[src/rtl/audio_adc_rx.sv]
// audio_adc_rx
//   Captures the codec's left-justified serial ADC stream and produces parallel
//   signed left/right samples in the iCLK domain. The codec signals are
//   oversampled by iCLK; BCLK is never used as a clock. One stereo pair is
//   presented per LRCK frame with a one-cycle strobe, and framing problems are
//   counted in a saturating 8-bit counter.
//
//   Optional feature: define AUDIO_ADC_RX_PEAK_HOLD_EN to build a peak-absolute
//   value tracker on oPEAK (cleared by iPEAK_CLR). Without it oPEAK reads 0.
//
// Ports
//   iCLK          system clock, at least 8x BCLK
//   iRST_N        asynchronous active-low reset
//   iAUD_BCLK     codec bit clock (asynchronous)
//   iAUD_ADCLRCK  codec left/right clock (asynchronous)
//   iAUD_ADCDAT   codec serial data (asynchronous)
//   oAUD_inL      last complete left sample (signed)
//   oAUD_inR      last complete right sample (signed)
//   oVALID        one-cycle pulse when oAUD_inL/oAUD_inR update
//   oERR_CNT      saturating framing-error count
//   iPEAK_CLR     synchronous clear of oPEAK
//   oPEAK         peak absolute sample value
module audio_adc_rx #(
  parameter int   DATA_W   = 16,
  parameter logic LEFT_LVL = 1'b1
) (
  input  logic              iCLK,
  input  logic              iRST_N,
  input  logic              iAUD_BCLK,
  input  logic              iAUD_ADCLRCK,
  input  logic              iAUD_ADCDAT,
  output logic [DATA_W-1:0] oAUD_inL,
  output logic [DATA_W-1:0] oAUD_inR,
  output logic              oVALID,
  output logic [7:0]        oERR_CNT,
  input  logic              iPEAK_CLR,
  output logic [DATA_W-1:0] oPEAK
);

  localparam int CNT_W = $clog2(DATA_W + 1);

  typedef enum logic [1:0] {IDLE, SHIFT, HOLD} state_t;

  state_t state, state_nxt;

  logic bclk_s1, bclk_s2, bclk_s3;
  logic lr_s1, lr_s2, dat_s1, dat_s2;
  logic lr_prev;
  logic tick, lr_change;

  logic [CNT_W-1:0]  bit_cnt, cnt_nxt;
  logic [DATA_W-1:0] shreg, shreg_nxt;
  logic              is_left, is_left_nxt;
  logic [DATA_W-1:0] stage_left, stage_nxt;
  logic              left_ok, left_ok_nxt;
  logic [DATA_W-1:0] out_l, out_l_nxt, out_r, out_r_nxt;
  logic              valid_nxt;
  logic [7:0]        err_cnt, err_nxt;
  logic              word_done, err_inc;

  // Bring the asynchronous codec lines into iCLK; the third BCLK flop gives
  // the previous value for rising-edge detection.
  always_ff @(posedge iCLK or negedge iRST_N) begin
    if (!iRST_N) begin
      bclk_s1 <= 1'b0;
      bclk_s2 <= 1'b0;
      bclk_s3 <= 1'b0;
      lr_s1   <= 1'b0;
      lr_s2   <= 1'b0;
      dat_s1  <= 1'b0;
      dat_s2  <= 1'b0;
    end else begin
      bclk_s1 <= iAUD_BCLK;
      bclk_s2 <= bclk_s1;
      bclk_s3 <= bclk_s2;
      lr_s1   <= iAUD_ADCLRCK;
      lr_s2   <= lr_s1;
      dat_s1  <= iAUD_ADCDAT;
      dat_s2  <= dat_s1;
    end
  end

  assign tick      = bclk_s2 & ~bclk_s3;
  assign lr_change = (lr_s2 != lr_prev);

  // State register.
  always_ff @(posedge iCLK or negedge iRST_N) begin
    if (!iRST_N) state <= IDLE;
    else         state <= state_nxt;
  end

  // Next-state and datapath. Any LRCK change begins a new word with this
  // tick's bit as MSB; a change in the middle of a word is a framing error.
  always_comb begin
    state_nxt   = state;
    cnt_nxt     = bit_cnt;
    shreg_nxt   = shreg;
    is_left_nxt = is_left;
    word_done   = 1'b0;
    err_inc     = 1'b0;
    if (tick) begin
      if (lr_change) begin
        if (state == SHIFT) err_inc = 1'b1;
        shreg_nxt   = {{(DATA_W-1){1'b0}}, dat_s2};
        cnt_nxt     = CNT_W'(1);
        is_left_nxt = (lr_s2 == LEFT_LVL);
        state_nxt   = SHIFT;
      end else if (state == SHIFT) begin
        shreg_nxt = {shreg[DATA_W-2:0], dat_s2};
        cnt_nxt   = bit_cnt + 1'b1;
        if (cnt_nxt == CNT_W'(DATA_W)) begin
          word_done = 1'b1;
          state_nxt = HOLD;
        end
      end
    end

    // A right word only produces output if a left word is staged ahead of it.
    stage_nxt   = stage_left;
    left_ok_nxt = left_ok;
    out_l_nxt   = out_l;
    out_r_nxt   = out_r;
    valid_nxt   = 1'b0;
    if (word_done) begin
      if (is_left) begin
        stage_nxt   = shreg_nxt;
        left_ok_nxt = 1'b1;
      end else if (left_ok) begin
        out_l_nxt   = stage_left;
        out_r_nxt   = shreg_nxt;
        valid_nxt   = 1'b1;
        left_ok_nxt = 1'b0;
      end else begin
        err_inc = 1'b1;
      end
    end

    err_nxt = err_cnt;
    if (err_inc && (err_cnt != 8'hFF)) err_nxt = err_cnt + 8'd1;
  end

  // Datapath registers.
  always_ff @(posedge iCLK or negedge iRST_N) begin
    if (!iRST_N) begin
      lr_prev    <= 1'b0;
      bit_cnt    <= '0;
      shreg      <= '0;
      is_left    <= 1'b0;
      stage_left <= '0;
      left_ok    <= 1'b0;
      out_l      <= '0;
      out_r      <= '0;
      oVALID     <= 1'b0;
      err_cnt    <= '0;
    end else begin
      if (tick) lr_prev <= lr_s2;
      bit_cnt    <= cnt_nxt;
      shreg      <= shreg_nxt;
      is_left    <= is_left_nxt;
      stage_left <= stage_nxt;
      left_ok    <= left_ok_nxt;
      out_l      <= out_l_nxt;
      out_r      <= out_r_nxt;
      oVALID     <= valid_nxt;
      err_cnt    <= err_nxt;
    end
  end

  assign oAUD_inL = out_l;
  assign oAUD_inR = out_r;
  assign oERR_CNT = err_cnt;

`ifdef AUDIO_ADC_RX_PEAK_HOLD_EN
  // Absolute value; the most negative code has no positive twin, so it
  // saturates to the largest positive code.
  function automatic logic [DATA_W-1:0] sat_abs(input logic [DATA_W-1:0] x);
    if (x == {1'b1, {(DATA_W-1){1'b0}}}) return {1'b0, {(DATA_W-1){1'b1}}};
    else if (x[DATA_W-1])                return -x;
    else                                 return x;
  endfunction

  logic [DATA_W-1:0] abs_l, abs_r, pair_max, peak;

  assign abs_l    = sat_abs(stage_left);
  assign abs_r    = sat_abs(shreg_nxt);
  assign pair_max = (abs_l > abs_r) ? abs_l : abs_r;

  // Peak updates in step with the output registers; a clear that coincides
  // with a new pair restarts the peak from that pair.
  always_ff @(posedge iCLK or negedge iRST_N) begin
    if (!iRST_N) begin
      peak <= '0;
    end else if (valid_nxt) begin
      if (iPEAK_CLR || (pair_max > peak)) peak <= pair_max;
    end else if (iPEAK_CLR) begin
      peak <= '0;
    end
  end

  assign oPEAK = peak;
`else
  logic unused_peak_clr;
  assign unused_peak_clr = iPEAK_CLR;
  assign oPEAK = '0;
`endif

endmodule

[config.mk]
export PLATFORM = sky130hd
export DESIGN_NAME = audio_adc_rx
export DESIGN_NICKNAME = d
export VERILOG_FILES = /design/src/rtl/audio_adc_rx.sv
export SDC_FILE = /design/constraint.sdc
export NUM_CORES = 1
export LEC_CHECK = 0
export BUFFER_PORTS_ARGS = -buffer_cell sky130_fd_sc_hd__buf_2
export CAP_MARGIN = 30
export CELL_PAD_IN_SITES_DETAIL_PLACEMENT = 0
export CELL_PAD_IN_SITES_GLOBAL_PLACEMENT = 2
export CORE_UTILIZATION = 44
export CTS_BUF_LIST = sky130_fd_sc_hd__clkbuf_2
export CTS_CLUSTER_DIAMETER = 80
export DETAILED_ROUTE_END_ITERATION = 12
export MAX_ROUTING_LAYER = met4
export PLACE_DENSITY = 0.95
export RECOVER_POWER = 100
export SYNTH_ARGS = -nofsm -noshare
export SYNTH_HDL_FRONTEND = slang
export SYNTH_SLANG_ARGS = --single-unit
[constraint.sdc]
create_clock -name iCLK -period 6.5 [get_ports iCLK]
set_input_delay 0.975 -clock iCLK [delete_from_list [all_inputs] [get_ports iCLK]]
set_output_delay 0.975 -clock iCLK [all_outputs]
set_load 0.03 [all_outputs]
==> qor_table.md <==
| Quantity | Reported | Unit |
|:---|:---|:---|
| Data required time of the worst path | 6.95 | ns |
| Number of ports placed on the die boundary | 63 | - |
| Weighted congestion at the end of routability-driven global placement | 0.7571 | - |
| Post-route clock period utilization | 53.01 | % |
| Crit path buf inv count | 1 | - |
| Initial core utilization | 46.08 | % |
| Resized Gates After CTS | 0 | - |
| Class of the worst hold path | input port to asynchronous set/reset pin | - |
| Gate Count Post-Synth | 255 | - |
| Depth of the worst register-to-register path | 7 | - |
| Clock network power share | 29.9 | % |
| Endpoints failing setup | 0 | - |
| Critical path capture point type | flip-flop | - |
| Logic gate share of total power | 12.6 | % |
| Final setup margin | 3.054 | ns |
| Worst setup endpoint | oAUD_inL[5] | - |
| Power, Total | 0.001081 | W |
| H-Tree Depth | 3 | - |
| Root Buffer | clkbuf_2 | - |
| Part of the power in registers | 57.5 | % |
| Worst flop-to-flop path startpoint | bit_cnt[0] | - |
| Max-Slew Margin vs Limit | 8.002 | % |
| RSZ-0062 raised after global routing | false | - |
| Maximum number of pins on one net before global-route repair | 66 | - |
| Largest stage delay on the critical path | 1.05 | ns |
| Post-detailed-routing wire length | 5929 | microns |
| Detailed-route wire length per cell | 14.32 | microns |
| Cell chain of the critical path | ha_1, xnor2_1, a2bb2oi_1, nor2_1, and4b_1, clkbuf_1, mux2_2 | - |
| DRC marker count from the first detailed-route iteration | 78 | - |
| Ratio of cells with drive above 1 in the final layout | 12.62 | % |
| Setup fix buffers added after clock tree synthesis | 0 | - |
| Portion of the post-synthesis area used by sequential elements | 58.59 | % |
| Area overhead of the layout relative to synthesis | 4.167 | % |
| Filler-free cell count of the finished design | 414 | - |
| Synthesis-stage register bit count | 90 | - |
| Static Leakage | 1.972 | nW |
| Placed wire-length estimate after detailed placement | 3903 | microns |
| Floorplan row count | 33 | - |
| Setup TNS | 0 | ns |
| Switch share | 29.42 | % |
| Total number of nets in the final design | 313 | - |
| Number of antenna violations at the first check in global routing | 0 | - |
| DIE AREA | 0.009114 | sq mm |
| Maximum fanout along the worst path | 25 | - |
| Switching power | 0.0003180 | W |
| Clock latency on the worst-skew pair | 0.56 | ns |
| Power per Cell Area | 270.0 | mW/mm^2 |
| Standard cell core area | 0.008341 | sq mm |
| Vias after detailed routing | 2059 | - |
| Max-Cap Viols | 0 | - |
| YS warnings | 0 | - |
| Fill count | 817 | - |
| Shortest clock period the worst path allows after layout | 3.446 | ns |
| Max Slew Vio Count | 0 | - |
| Data arrival time at the worst-slack endpoint | 3.90 | ns |
| Pre-CTS setup slack | 3.825 | ns |
| Internal power | 0.0007630 | W |
| Post-route ant nets | 0 | - |
| Count of placed standard cells including taps | 397 | - |
| Final Hold Violating Endpoints | 0 | - |
| Global-route wire length before repair | 10050 | microns |
| Final setup skew | 0.03501 | ns |
| Overall overflow remaining after global route | 0 | - |
| Post-route DRC violation count | 0 | - |
| Slowest library cell on the worst path | clkbuf_1 | - |
| Number of hold buffers added after cts | 0 | - |
| Crit start category | flip-flop | - |
| Family with the most delay on the worst path | buffers and inverters | - |
| Outcome | finished, final reports clean | - |
| Capture point of the worst reg-to-reg path | oAUD_inL[5] | - |
| Clock-pin slew on the worst setup and hold paths | 0.26 | ns |
| Transition at the pin with the smallest max-transition slack | 1.380 | ns |
| Avg Vias per Cell | 4.973 | - |
| Port Buffer Count | 45 | - |
| Total number of clock tree sinks | 90 | - |
| Post-Syn Area per Cell | 15.07 | sq um |
| F_max | 290.2 | MHz |
| Width of the chip | 95.47 | microns |
| TritonCTS buffer count | 9 | - |
| Source of the critical timing path | bit_cnt[0] | - |
| First-pass DRT Iterations | 4 | - |
| Maximum clock insertion buffer count | 2 | - |
| Number of global-route vias before repair | 2026 | - |
| Post-synthesis instance area | 0.003844 | sq mm |
| Worst VDD drop | 0.0001319 | V |
| TritonCTS clock tree | built | - |
| Antenna Cells | 0 | - |
| Die Y-Extent | 95.47 | microns |
| Total number of cells along the worst setup path | 7 | - |
| Global Route Usage Sum | 15.30 | % |
| Worst-case register-to-register setup slack | 3.05 | ns |
| Category of the critical setup timing path | flip-flop to flip-flop | - |
| Number of different library cells in the post-synthesis netlist | 38 | - |
-- per-stage QoR --
step / hold WS, ns / util (%) / area [sq um]
floorplan: 0.3312 / - / 3900
global placement: 0.3326 / 48.44 / 4040
detailed placement: 0.3378 / 49.01 / 4088
CTS: 0.1560 / 50.75 / 4233
global route: 0.2437 / 48.00 / 4004
finish: 0.2884 / 48.00 / 4004
-- state kept, by name, summed over array words and instances (netlist names), 2 cells and up --
signal      cells
state           2
oERR_CNT        8
stage_left     16
shreg          16
oAUD_inR       16
bit_cnt         5
oAUD_inL       16
-- Yosys cell counts --
cell type  instances  area [sq um]
dfrtp_1           90          2252
mux2_4            38         570.6
a22o_1            19         166.4
buf_4             16         120.1
mux2_2            15         168.9
nand2_1            8         30.03
a21oi_1            6         30.03
buf_2              5         25.02
xnor2_1            5         43.79
and3_1             4         25.02
nand4_1            4         25.02
o21ai_0            4         20.02
a41oi_1            3         26.28
buf_12             3         60.06
buf_6              3         33.78
ha_1               3         37.54
nand3_1            3         15.01
nor2b_1            3         18.77
a31oi_1            2         12.51
inv_1              2         7.510
xor2_1             2         17.52
a21o_1             1         7.510
a2bb2oi_2          1         15.01
and2_0             1         6.260
and2_1             1         6.260
and2b_1            1         7.510
and2b_2            1         8.760
and4b_1            1         10.01
and4bb_1           1         12.51
clkbuf_1           1         3.750
conb_1             1         3.750
mux2i_1            1         10.01
nand3_2            1         10.01
nor2_1             1         3.750
nor2_4             1         11.26
nor3b_1            1         7.510
o21ai_1            1         5.000
o21ai_2            1         8.760
-- power by group through the flow --
| stage | Combinational (W) | Clock (W) | Sequential (W) |
|---|---|---|---|
| floorplan | 0.0000866 | 0 | 0.000650 |
| global placement | 0.000141 | 0 | 0.000628 |
| detailed placement | 0.000145 | 0 | 0.000630 |
| CTS | 0.000145 | 0.000336 | 0.000620 |
| global route | 0.000153 | 0.000361 | 0.000627 |
| finish | 0.000136 | 0.000323 | 0.000621 |
-- cell usage in the layout, fill, tap and decap left out, drive strengths merged, types with 2 or more instances in the layout --
master,count
dfrtp,90
clkbuf,55
mux2,53
a22o,19
conb,16
nand2,8
o21ai,6
a21oi,6
xnor2,5
buf,5
nand4,4
and3,4
nand3,4
inv,4
nor2b,3
a41oi,3
ha,3
xor2,2
and2,2
nor2,2
a31oi,2
bufinv,2
clkinvlp,2
and2b,2
-- routing by layer --
metal  vias up  global-route usage, %  wire (microns)
met2        55                  21.31            2603
met1      1010                  20.60            2956
met4         0                  6.716             101
li1        984                      -               -
met3        10                  4.545             267
met5         -                      -               0
-- kinds of logic after synthesis --
family                   share of synthesized area (%)
buffers and inverters                            6.510
XOR/XNOR                                         1.595
multiplexers                                     19.50
AO/OA/AOI/OAI                                    7.585
AND/OR/NAND/NOR                                  5.143
flip-flops                                       58.59
adder cells (fa/ha/maj)                         0.9767
other                                          0.09756
-- cell type report --
cell class / instances / area [sq um] / share of cell area (%)
Clock inverter: 7 / 100.1 / 2.500
Clock buffer: 9 / 45.04 / 1.125
Tap cell: 105 / 131.4 / 3.281
Sequential cell: 90 / 2252 / 56.25
Multi-Input combinational cell: 150 / 1245 / 31.09
Inverter: 2 / 7.507 / 0.1875
Timing Repair Buffer: 51 / 222.7 / 5.563
-- worst min path at each step --
stage            start  slack [ns]  cells after the start     endpoint
2_1_floorplan  bclk_s1        0.33                      0      bclk_s2
3_3_place_gp     lr_s1        0.33                      0        lr_s2
3_5_place_dp   bclk_s1        0.34                      0      bclk_s2
4_1_cts         iRST_N        0.16                      1  oERR_CNT[4]
5_1_grt         iRST_N        0.24                      1  oERR_CNT[5]
6_report        iRST_N        0.29                      1  oERR_CNT[5]
No activity file was read; power rests on OpenSTA's default activity.
